$ cat src/rtl/aes_core_arbiter_pkg.sv
// Shared definitions for the AES core arbiter: FSM state encoding and default widths.
package aes_pkg;

  typedef enum logic [1:0] {
    StIdle  = 2'd0,
    StIssue = 2'd1,
    StWait  = 2'd2,
    StResp  = 2'd3
  } arb_state_e;

  localparam int unsigned DefRndSize    = 128;
  localparam int unsigned DefNumReq     = 2;
  localparam int unsigned DefTimeoutCyc = 32;

endpackage

$ cat src/rtl/aes_core_arbiter_if.sv
// Requester-side and core-side signals of the AES core arbiter; slave = arbiter, master = environment.
interface aes_core_arbiter_if
  import aes_pkg::*;
#(
  parameter int unsigned NUM_REQ  = DefNumReq,
  parameter int unsigned RND_SIZE = DefRndSize
);
  localparam int unsigned IdxW = $clog2(NUM_REQ);

  logic [NUM_REQ-1:0]          i_req;
  logic [NUM_REQ*RND_SIZE-1:0] i_msg;
  logic [NUM_REQ*RND_SIZE-1:0] i_key;
  logic [NUM_REQ-1:0]          o_gnt;
  logic [NUM_REQ-1:0]          o_rsp_valid;
  logic [NUM_REQ-1:0]          i_rsp_ready;
  logic [RND_SIZE-1:0]         o_rsp_data;
  logic                        o_err;
  logic [IdxW-1:0]             o_err_id;
  logic                        o_busy;
  logic                        o_core_en;
  logic [RND_SIZE-1:0]         o_core_msg;
  logic [RND_SIZE-1:0]         o_core_key;
  logic                        i_core_ready;
  logic                        i_core_valid;
  logic [RND_SIZE-1:0]         i_core_cypher;

  modport slave (
    input  i_req, i_msg, i_key, i_rsp_ready, i_core_ready, i_core_valid, i_core_cypher,
    output o_gnt, o_rsp_valid, o_rsp_data, o_err, o_err_id, o_busy, o_core_en, o_core_msg,
           o_core_key
  );

  modport master (
    output i_req, i_msg, i_key, i_rsp_ready, i_core_ready, i_core_valid, i_core_cypher,
    input  o_gnt, o_rsp_valid, o_rsp_data, o_err, o_err_id, o_busy, o_core_en, o_core_msg,
           o_core_key
  );

endinterface

$ cat src/rtl/aes_core_arbiter_rr_pick.sv
// Combinational round-robin picker: first requester after last_idx_i, searching cyclically.
module aes_rr_pick #(
  parameter int unsigned NUM_REQ = 2,
  localparam int unsigned IdxW   = $clog2(NUM_REQ)
) (
  input  logic [NUM_REQ-1:0] req_i,
  input  logic [IdxW-1:0]    last_idx_i,
  output logic               any_o,
  output logic [IdxW-1:0]    win_idx_o
);

  logic [2*NUM_REQ-1:0] dbl;
  logic [NUM_REQ-1:0]   rot;

  // Rotating the doubled vector puts the index right after last_idx_i at bit 0.
  always_comb begin
    dbl       = {req_i, req_i};
    rot       = NUM_REQ'(dbl >> (int'(last_idx_i) + 1));
    any_o     = |req_i;
    win_idx_o = '0;
    for (int i = int'(NUM_REQ) - 1; i >= 0; i--) begin
      if (rot[i]) begin
        win_idx_o = IdxW'((int'(last_idx_i) + 1 + i) % int'(NUM_REQ));
      end
    end
  end

endmodule

$ cat src/rtl/aes_core_arbiter.sv
// Round-robin arbiter/sequencer sharing one AES core between NUM_REQ requesters.
// Optional WAIT timeout enabled by defining AES_ARB_TIMEOUT_EN.
module aes_core_arbiter
  import aes_pkg::*;
#(
  parameter int unsigned NUM_REQ     = DefNumReq,
  parameter int unsigned RND_SIZE    = DefRndSize,
  parameter int unsigned TIMEOUT_CYC = DefTimeoutCyc
) (
  input logic               clk,
  input logic               rst,
  aes_core_arbiter_if.slave bus
);

  localparam int unsigned IdxW = $clog2(NUM_REQ);

  arb_state_e            state_q, state_d;
  logic [IdxW-1:0]       idx_q, idx_d;
  logic [IdxW-1:0]       last_q, last_d;
  logic [RND_SIZE-1:0]   msg_q, msg_d;
  logic [RND_SIZE-1:0]   key_q, key_d;
  logic [RND_SIZE-1:0]   rsp_data_q, rsp_data_d;
  logic [NUM_REQ-1:0]    rsp_valid_q, rsp_valid_d;
  logic [NUM_REQ-1:0]    gnt_q, gnt_d;
  logic                  core_en_q, core_en_d;

  logic                  any;
  logic [IdxW-1:0]       win_idx;
  logic [RND_SIZE-1:0]   msg_sel;
  logic [RND_SIZE-1:0]   key_sel;

`ifdef AES_ARB_TIMEOUT_EN
  localparam int unsigned CntW = $clog2(TIMEOUT_CYC + 1);
  logic [CntW-1:0]       cnt_q, cnt_d;
  logic                  err_q, err_d;
  logic [IdxW-1:0]       err_id_q, err_id_d;
`endif

  aes_rr_pick #(
    .NUM_REQ (NUM_REQ)
  ) u_pick (
    .req_i      (bus.i_req),
    .last_idx_i (last_q),
    .any_o      (any),
    .win_idx_o  (win_idx)
  );

  always_comb begin
    msg_sel = '0;
    key_sel = '0;
    for (int unsigned k = 0; k < NUM_REQ; k++) begin
      if (win_idx == IdxW'(k)) begin
        msg_sel = bus.i_msg[k*RND_SIZE +: RND_SIZE];
        key_sel = bus.i_key[k*RND_SIZE +: RND_SIZE];
      end
    end
  end

  always_comb begin
    state_d     = state_q;
    idx_d       = idx_q;
    last_d      = last_q;
    msg_d       = msg_q;
    key_d       = key_q;
    rsp_data_d  = rsp_data_q;
    rsp_valid_d = rsp_valid_q;
    gnt_d       = '0;
    core_en_d   = 1'b0;
`ifdef AES_ARB_TIMEOUT_EN
    cnt_d       = cnt_q;
    err_d       = 1'b0;
    err_id_d    = '0;
`endif
    unique case (state_q)
      StIdle: begin
        if (any && bus.i_core_ready) begin
          state_d   = StIssue;
          idx_d     = win_idx;
          msg_d     = msg_sel;
          key_d     = key_sel;
          gnt_d     = NUM_REQ'(1) << win_idx;
          core_en_d = 1'b1;
        end
      end
      StIssue: begin
        state_d = StWait;
`ifdef AES_ARB_TIMEOUT_EN
        cnt_d   = '0;
`endif
      end
      StWait: begin
        if (bus.i_core_valid) begin
          state_d     = StResp;
          rsp_data_d  = bus.i_core_cypher;
          rsp_valid_d = NUM_REQ'(1) << idx_q;
        end else begin
`ifdef AES_ARB_TIMEOUT_EN
          cnt_d = cnt_q + 1'b1;
          // Expiry only without a same-cycle core valid, so valid always wins.
          if (cnt_d == CntW'(TIMEOUT_CYC)) begin
            state_d  = StIdle;
            err_d    = 1'b1;
            err_id_d = idx_q;
            last_d   = idx_q;
          end
`endif
        end
      end
      StResp: begin
        if (bus.i_rsp_ready[idx_q]) begin
          state_d     = StIdle;
          rsp_valid_d = '0;
          last_d      = idx_q;
        end
      end
      default: state_d = StIdle;
    endcase
  end

  always_ff @(posedge clk) begin
    if (rst) begin
      state_q     <= StIdle;
      idx_q       <= '0;
      last_q      <= IdxW'(NUM_REQ - 1);
      msg_q       <= '0;
      key_q       <= '0;
      rsp_data_q  <= '0;
      rsp_valid_q <= '0;
      gnt_q       <= '0;
      core_en_q   <= 1'b0;
    end else begin
      state_q     <= state_d;
      idx_q       <= idx_d;
      last_q      <= last_d;
      msg_q       <= msg_d;
      key_q       <= key_d;
      rsp_data_q  <= rsp_data_d;
      rsp_valid_q <= rsp_valid_d;
      gnt_q       <= gnt_d;
      core_en_q   <= core_en_d;
    end
  end

`ifdef AES_ARB_TIMEOUT_EN
  always_ff @(posedge clk) begin
    if (rst) begin
      cnt_q    <= '0;
      err_q    <= 1'b0;
      err_id_q <= '0;
    end else begin
      cnt_q    <= cnt_d;
      err_q    <= err_d;
      err_id_q <= err_id_d;
    end
  end

  assign bus.o_err    = err_q;
  assign bus.o_err_id = err_id_q;
`else
  assign bus.o_err    = 1'b0;
  assign bus.o_err_id = '0;
`endif

  assign bus.o_gnt       = gnt_q;
  assign bus.o_core_en   = core_en_q;
  assign bus.o_core_msg  = msg_q;
  assign bus.o_core_key  = key_q;
  assign bus.o_rsp_valid = rsp_valid_q;
  assign bus.o_rsp_data  = rsp_data_q;
  assign bus.o_busy      = (state_q != StIdle);

endmodule

$ cat src/flat_wrapper.sv
// flat-port wrapper written by rule: the top's interface ports become plain ports
module aes_core_arbiter_flat import aes_pkg::*;
#(
  parameter int unsigned NUM_REQ     = DefNumReq,
  parameter int unsigned RND_SIZE    = DefRndSize,
  parameter int unsigned TIMEOUT_CYC = DefTimeoutCyc
)
  (clk, rst, bus_i_req, bus_i_msg, bus_i_key, bus_i_rsp_ready, bus_i_core_ready, bus_i_core_valid, bus_i_core_cypher, bus_o_gnt, bus_o_rsp_valid, bus_o_rsp_data, bus_o_err, bus_o_err_id, bus_o_busy, bus_o_core_en, bus_o_core_msg, bus_o_core_key);
  aes_core_arbiter_if #(.NUM_REQ(NUM_REQ), .RND_SIZE(RND_SIZE)) bus_i ();
  input logic clk;
  input logic rst;
  input wire logic [$bits(bus_i.i_req)-1:0] bus_i_req;
  input wire logic [$bits(bus_i.i_msg)-1:0] bus_i_msg;
  input wire logic [$bits(bus_i.i_key)-1:0] bus_i_key;
  input wire logic [$bits(bus_i.i_rsp_ready)-1:0] bus_i_rsp_ready;
  input wire logic [$bits(bus_i.i_core_ready)-1:0] bus_i_core_ready;
  input wire logic [$bits(bus_i.i_core_valid)-1:0] bus_i_core_valid;
  input wire logic [$bits(bus_i.i_core_cypher)-1:0] bus_i_core_cypher;
  output wire logic [$bits(bus_i.o_gnt)-1:0] bus_o_gnt;
  output wire logic [$bits(bus_i.o_rsp_valid)-1:0] bus_o_rsp_valid;
  output wire logic [$bits(bus_i.o_rsp_data)-1:0] bus_o_rsp_data;
  output wire logic [$bits(bus_i.o_err)-1:0] bus_o_err;
  output wire logic [$bits(bus_i.o_err_id)-1:0] bus_o_err_id;
  output wire logic [$bits(bus_i.o_busy)-1:0] bus_o_busy;
  output wire logic [$bits(bus_i.o_core_en)-1:0] bus_o_core_en;
  output wire logic [$bits(bus_i.o_core_msg)-1:0] bus_o_core_msg;
  output wire logic [$bits(bus_i.o_core_key)-1:0] bus_o_core_key;
  assign bus_i.i_req = bus_i_req;
  assign bus_i.i_msg = bus_i_msg;
  assign bus_i.i_key = bus_i_key;
  assign bus_i.i_rsp_ready = bus_i_rsp_ready;
  assign bus_i.i_core_ready = bus_i_core_ready;
  assign bus_i.i_core_valid = bus_i_core_valid;
  assign bus_i.i_core_cypher = bus_i_core_cypher;
  assign bus_o_gnt = bus_i.o_gnt;
  assign bus_o_rsp_valid = bus_i.o_rsp_valid;
  assign bus_o_rsp_data = bus_i.o_rsp_data;
  assign bus_o_err = bus_i.o_err;
  assign bus_o_err_id = bus_i.o_err_id;
  assign bus_o_busy = bus_i.o_busy;
  assign bus_o_core_en = bus_i.o_core_en;
  assign bus_o_core_msg = bus_i.o_core_msg;
  assign bus_o_core_key = bus_i.o_core_key;
  aes_core_arbiter #(.NUM_REQ(NUM_REQ), .RND_SIZE(RND_SIZE), .TIMEOUT_CYC(TIMEOUT_CYC)) u_core (.clk(clk), .rst(rst), .bus(bus_i));
endmodule
$ cat config.mk
export PLATFORM = sky130hd
export DESIGN_NAME = aes_core_arbiter_flat
export DESIGN_NICKNAME = d
export VERILOG_FILES = /design/src/rtl/aes_core_arbiter_pkg.sv /design/src/rtl/aes_core_arbiter_if.sv /design/src/rtl/aes_core_arbiter_rr_pick.sv /design/src/rtl/aes_core_arbiter.sv /design/src/flat_wrapper.sv
export SDC_FILE = /design/constraint.sdc
export NUM_CORES = 1
export LEC_CHECK = 0
export CAP_MARGIN = 20
export CORE_AREA = 5 5 400 402
export CTS_BUF_LIST = sky130_fd_sc_hd__clkbuf_8
export DETAILED_ROUTE_END_ITERATION = 12
export DIE_AREA = 0 0 405 407
export HOLD_SLACK_MARGIN = 0.1
export PLACE_DENSITY = 0.3
export SYNTH_ARGS = -nofsm -noshare
export SYNTH_HDL_FRONTEND = slang
export SYNTH_SLANG_ARGS = --single-unit
$ cat constraint.sdc
create_clock -name clk -period 1.7 [get_ports clk]
set_input_delay 0.34 -clock clk [delete_from_list [all_inputs] [get_ports clk]]
set_output_delay 0.34 -clock clk [all_outputs]
set_load 0.01 [all_outputs]
==> results.py <==
metrics = {
    "synthesis": {
        "synth_cell_types": 26,
        "synthesis.area_sq_um": 16000,
        "synth.largest_area_cell": "dfxtp_1",
        "synthCells": 1747,
        "synth_top_area_share_pct": 49.1,
        "synth_warnings": 0,
        "synth.yosys.seq_area_share_pct": 49.1,
        "synth.avg_cell_area_sq_um": 9.17,
        "synth_area_leaders": "dfxtp_1 49%, mux2i_1 16%, a211oi_1 12%, nor2_1 6.2%, nand2_1 6.1%",
        "synth-seq-cells": 393,
    },
    "worst_setup_path": {
        "r2r_start": "u_core.last_q$_SDFFE_PP1P_",
        "r2r_end": "u_core.bus.o_core_msg[68]$_SDFFE_PP0P_",
        "worstPathRequired_ps": 2340,
        "startpoint_type": "flop",
        "criticalPathCategory": "reg -> reg",
        "worstRegToRegCells": 8,
        "critPathCaptureType": "flop",
        "r2r_setup_slack_ps": -140,
        "worstPathMaxFanout": 9,
        "arrival_ps": 2470,
    },
    "final_layout": {
        "fin_area_sq_um": 34600,
        "area_growth_syn_to_layout_pct": 116,
        "final_common_cell": "clkdlybuf4s50_1",
        "drive_gt1_share_pct": 33.1,
        "final_cell_mix": "646 x clkdlybuf4s50_1, 259 x nand2_1, 252 x nor2_1, 238 x dfxtp_1, 219 x mux2i_1",
        "nNetsFinal": 3787,
        "utilization_pct": 22.2,
    },
    "global_route": {
        "antenna_found_initial": 16,
        "grt_overflow_total": 0,
        "gr-usage-all-layers_pct": 12.9,
        "grt_pass1_wl_mm": 149,
        "grt_pass1_vias": 18600,
        "grt_max_degree": 67,
    },
    "timing": {
        "post-route-worst-setup-slack_ps": -135,
        "hold_violations": 0,
        "rsz0062_at_grt": "yes",
        "finalSetupViolations": 232,
        "fin_tns_setup_ps": -13630,
        "timing.final.crit_share_pct": 108,
        "slew_violations": 0,
        "fmax_mhz": 545,
        "skew_ps": 43.0,
        "fin_crit_ps": 1840,
    },
    "min_path": {
        "hold-path-endpoint": "u_core.bus.o_rsp_data[38]$_SDFFE_PP0P_",
        "hold_path_depth": 3,
        "holdCritPathClass": "in -> reg",
        "holdCritStartpoint": "bus_i_core_cypher[38]",
    },
    "outcome": {
        "status": "finished with violations",
        "violations": "negative setup slack",
    },
    "cts": {
        "cts-root-buf": "clkbuf_8",
        "cts.sinks": 393,
        "clockBufferDepth": 3,
        "cts_buffers": 87,
        "cts_tree": "done",
        "clk_latency_ps": 760,
        "clkSlewWorstSetupHoldPaths_ps": 60,
        "cts_max_level": 3,
    },
    "power": {
        "p_leak_nw": 13.5,
        "p_total_mw": 40.2,
        "power_density_nw_per_um2": 1160,
        "ir_worst_vdd_v": 0.000442,
    },
    "placed_design": {
        "gp_congestion": 0.754,
        "pre_cts_slack_ps": -799,
        "placed_area_sq_um": 30000,
        "portBuffers": 1037,
        "dpl.hpwl_mm": 91.3,
    },
    "floorplan": {
        "die_h_um": 407,
        "die_w_um": 405,
        "core_sq_um": 156000,
        "placementRows": 145,
        "die_area_sq_um": 165000,
        "start_util_pct": 10.3,
        "pin_count": 1040,
    },
    "detailed_routing": {
        "drtIter0Drc": 689,
        "wl_mm": 117,
        "wl_per_cell_um": 22.2,
        "via_count": 18200,
        "final_antenna_net_count": 0,
        "drt-vias-per-instance": 3.45,
        "post-route-drc-count": 0,
        "drtPass1Iterations": 4,
    },
    "run": {
        "max-cap-violations": 0,
    },
}
==> final cells by class <==
class / count / area, sq um
fillers: 17200 / 121000
repair buffers: 1457 / 14100
flip-flops and latches: 393 / 8110
multi-input cells: 1193 / 7940
well taps: 2058 / 2570
clock buffers: 106 / 1460
clock inverters: 46 / 289
diodes: 12 / 30.0
inverters: 3 / 13.8
==> cell usage after synthesis <==
cell type	number
a211oi_1	257
conb_1	1
buf_4	6
nor3_1	1
ha_1	4
inv_1	3
mux2i_1	259
and2_1	3
nor2_2	1
or3b_2	1
a21boi_1	1
a21oi_1	132
dfxtp_1	393
buf_1	16
o21ai_1	1
nor2_1	263
buf_6	24
nand2_1	260
or2_2	1
buf_2	32
a21o_1	1
o21bai_1	1
clkbuf_1	81
nor2b_1	2
o41ai_1	1
o21ai_0	2
==> through the flow <==
| stage | hold slack, ps | instances |
|---|---|---|
| detailed placement | 445 | 4877 |
| finish | 230 | 5268 |
| floorplan | 476 | 1748 |
| CTS | 100 | 5208 |
| global route | 143 | 5262 |
| global placement | 443 | 4877 |
==> routing by layer <==
layer  global-route usage, %  share of wire (%)  vias to the layer above  wire [um]
met2                    24.1                 53                      627      61800
met4                    3.77                2.7                       10       3210
met5                       0              0.052                        -         61
met1                    13.9                 38                     8431      43800
met3                    4.11                6.7                      145       7770
li1                        -                  -                     8952          -
==> worst max-delay path, stage by stage, from the launching register on <==
cell	delay [ps]
dfxtp_2	360
a21boi_4	160
buf_12	150
buf_12	170
buf_12	180
buf_4	200
mux2i_2	300
buf_4	150
a211oi_1	50
==> power by group <==
part | internal, mW | switching (mW)
Combinational | 8.54 | 8.17
Sequential | 11.3 | 1.21
Clock | 5.94 | 5.08
Total | 25.8 | 14.5
==> worst max path at each step <==
| stage | cells after the start | end | startpoint |
|---|---|---|---|
| after floorplan | 7 | u_core.bus.o_core_key[67]$_SDFFE_PP0P_ | u_core.state_q[0]$_SDFFE_PP0P_ |
| after global placement | 7 | u_core.bus.o_core_msg[116]$_SDFFE_PP0P_ | bus_i_req[1] |
| after detailed placement | 7 | u_core.bus.o_core_msg[122]$_SDFFE_PP0P_ | bus_i_req[1] |
| after CTS | 4 | bus_o_busy | u_core.state_q[0]$_SDFFE_PP0P_ |
| after global routing | 4 | bus_o_busy | u_core.state_q[0]$_SDFFE_PP0P_ |
| final | 8 | u_core.bus.o_core_msg[68]$_SDFFE_PP0P_ | u_core.last_q$_SDFFE_PP1P_ |
==> logic make-up (layout without fill, tap and decap cells) <==
kind of cell / after synthesis / count (layout) / synth area share (%)
AOI/OAI and AO/OA: 396 / 396 / 16.5
adders and majority gates: 4 / 4 / 0.312
buffers and inverters: 162 / 1612 / 5.31
DFF: 393 / 393 / 49.1
muxes: 259 / 259 / 16.2
other: 1 / 14 / 0.0234
and+or+nand+nor: 532 / 532 / 12.6
==> state kept, by name, indices dropped and copies added (netlist names) <==
signal                  count
u_core.bus.o_core_key     128
u_core.bus.o_core_msg     128
u_core.bus.o_rsp_data     128
u_core.bus.o_gnt            2
u_core.bus.o_rsp_valid      2
u_core.state_q              2
u_core.bus.o_core_en        1
u_core.idx_q                1
u_core.last_q               1
==> timing repair <==
item / in CTS / in global routing
setup buffers: 28 / 28
hold buffers: 147 / 0
gates resized for setup: 2115 / 135
endpoints found under the hold margin: 145 / 0
gates cloned: 4 / 20
endpoints found under the setup margin: 632 / 377
pin swaps: 60 / 15
No activity file was read; power rests on OpenSTA's default activity.
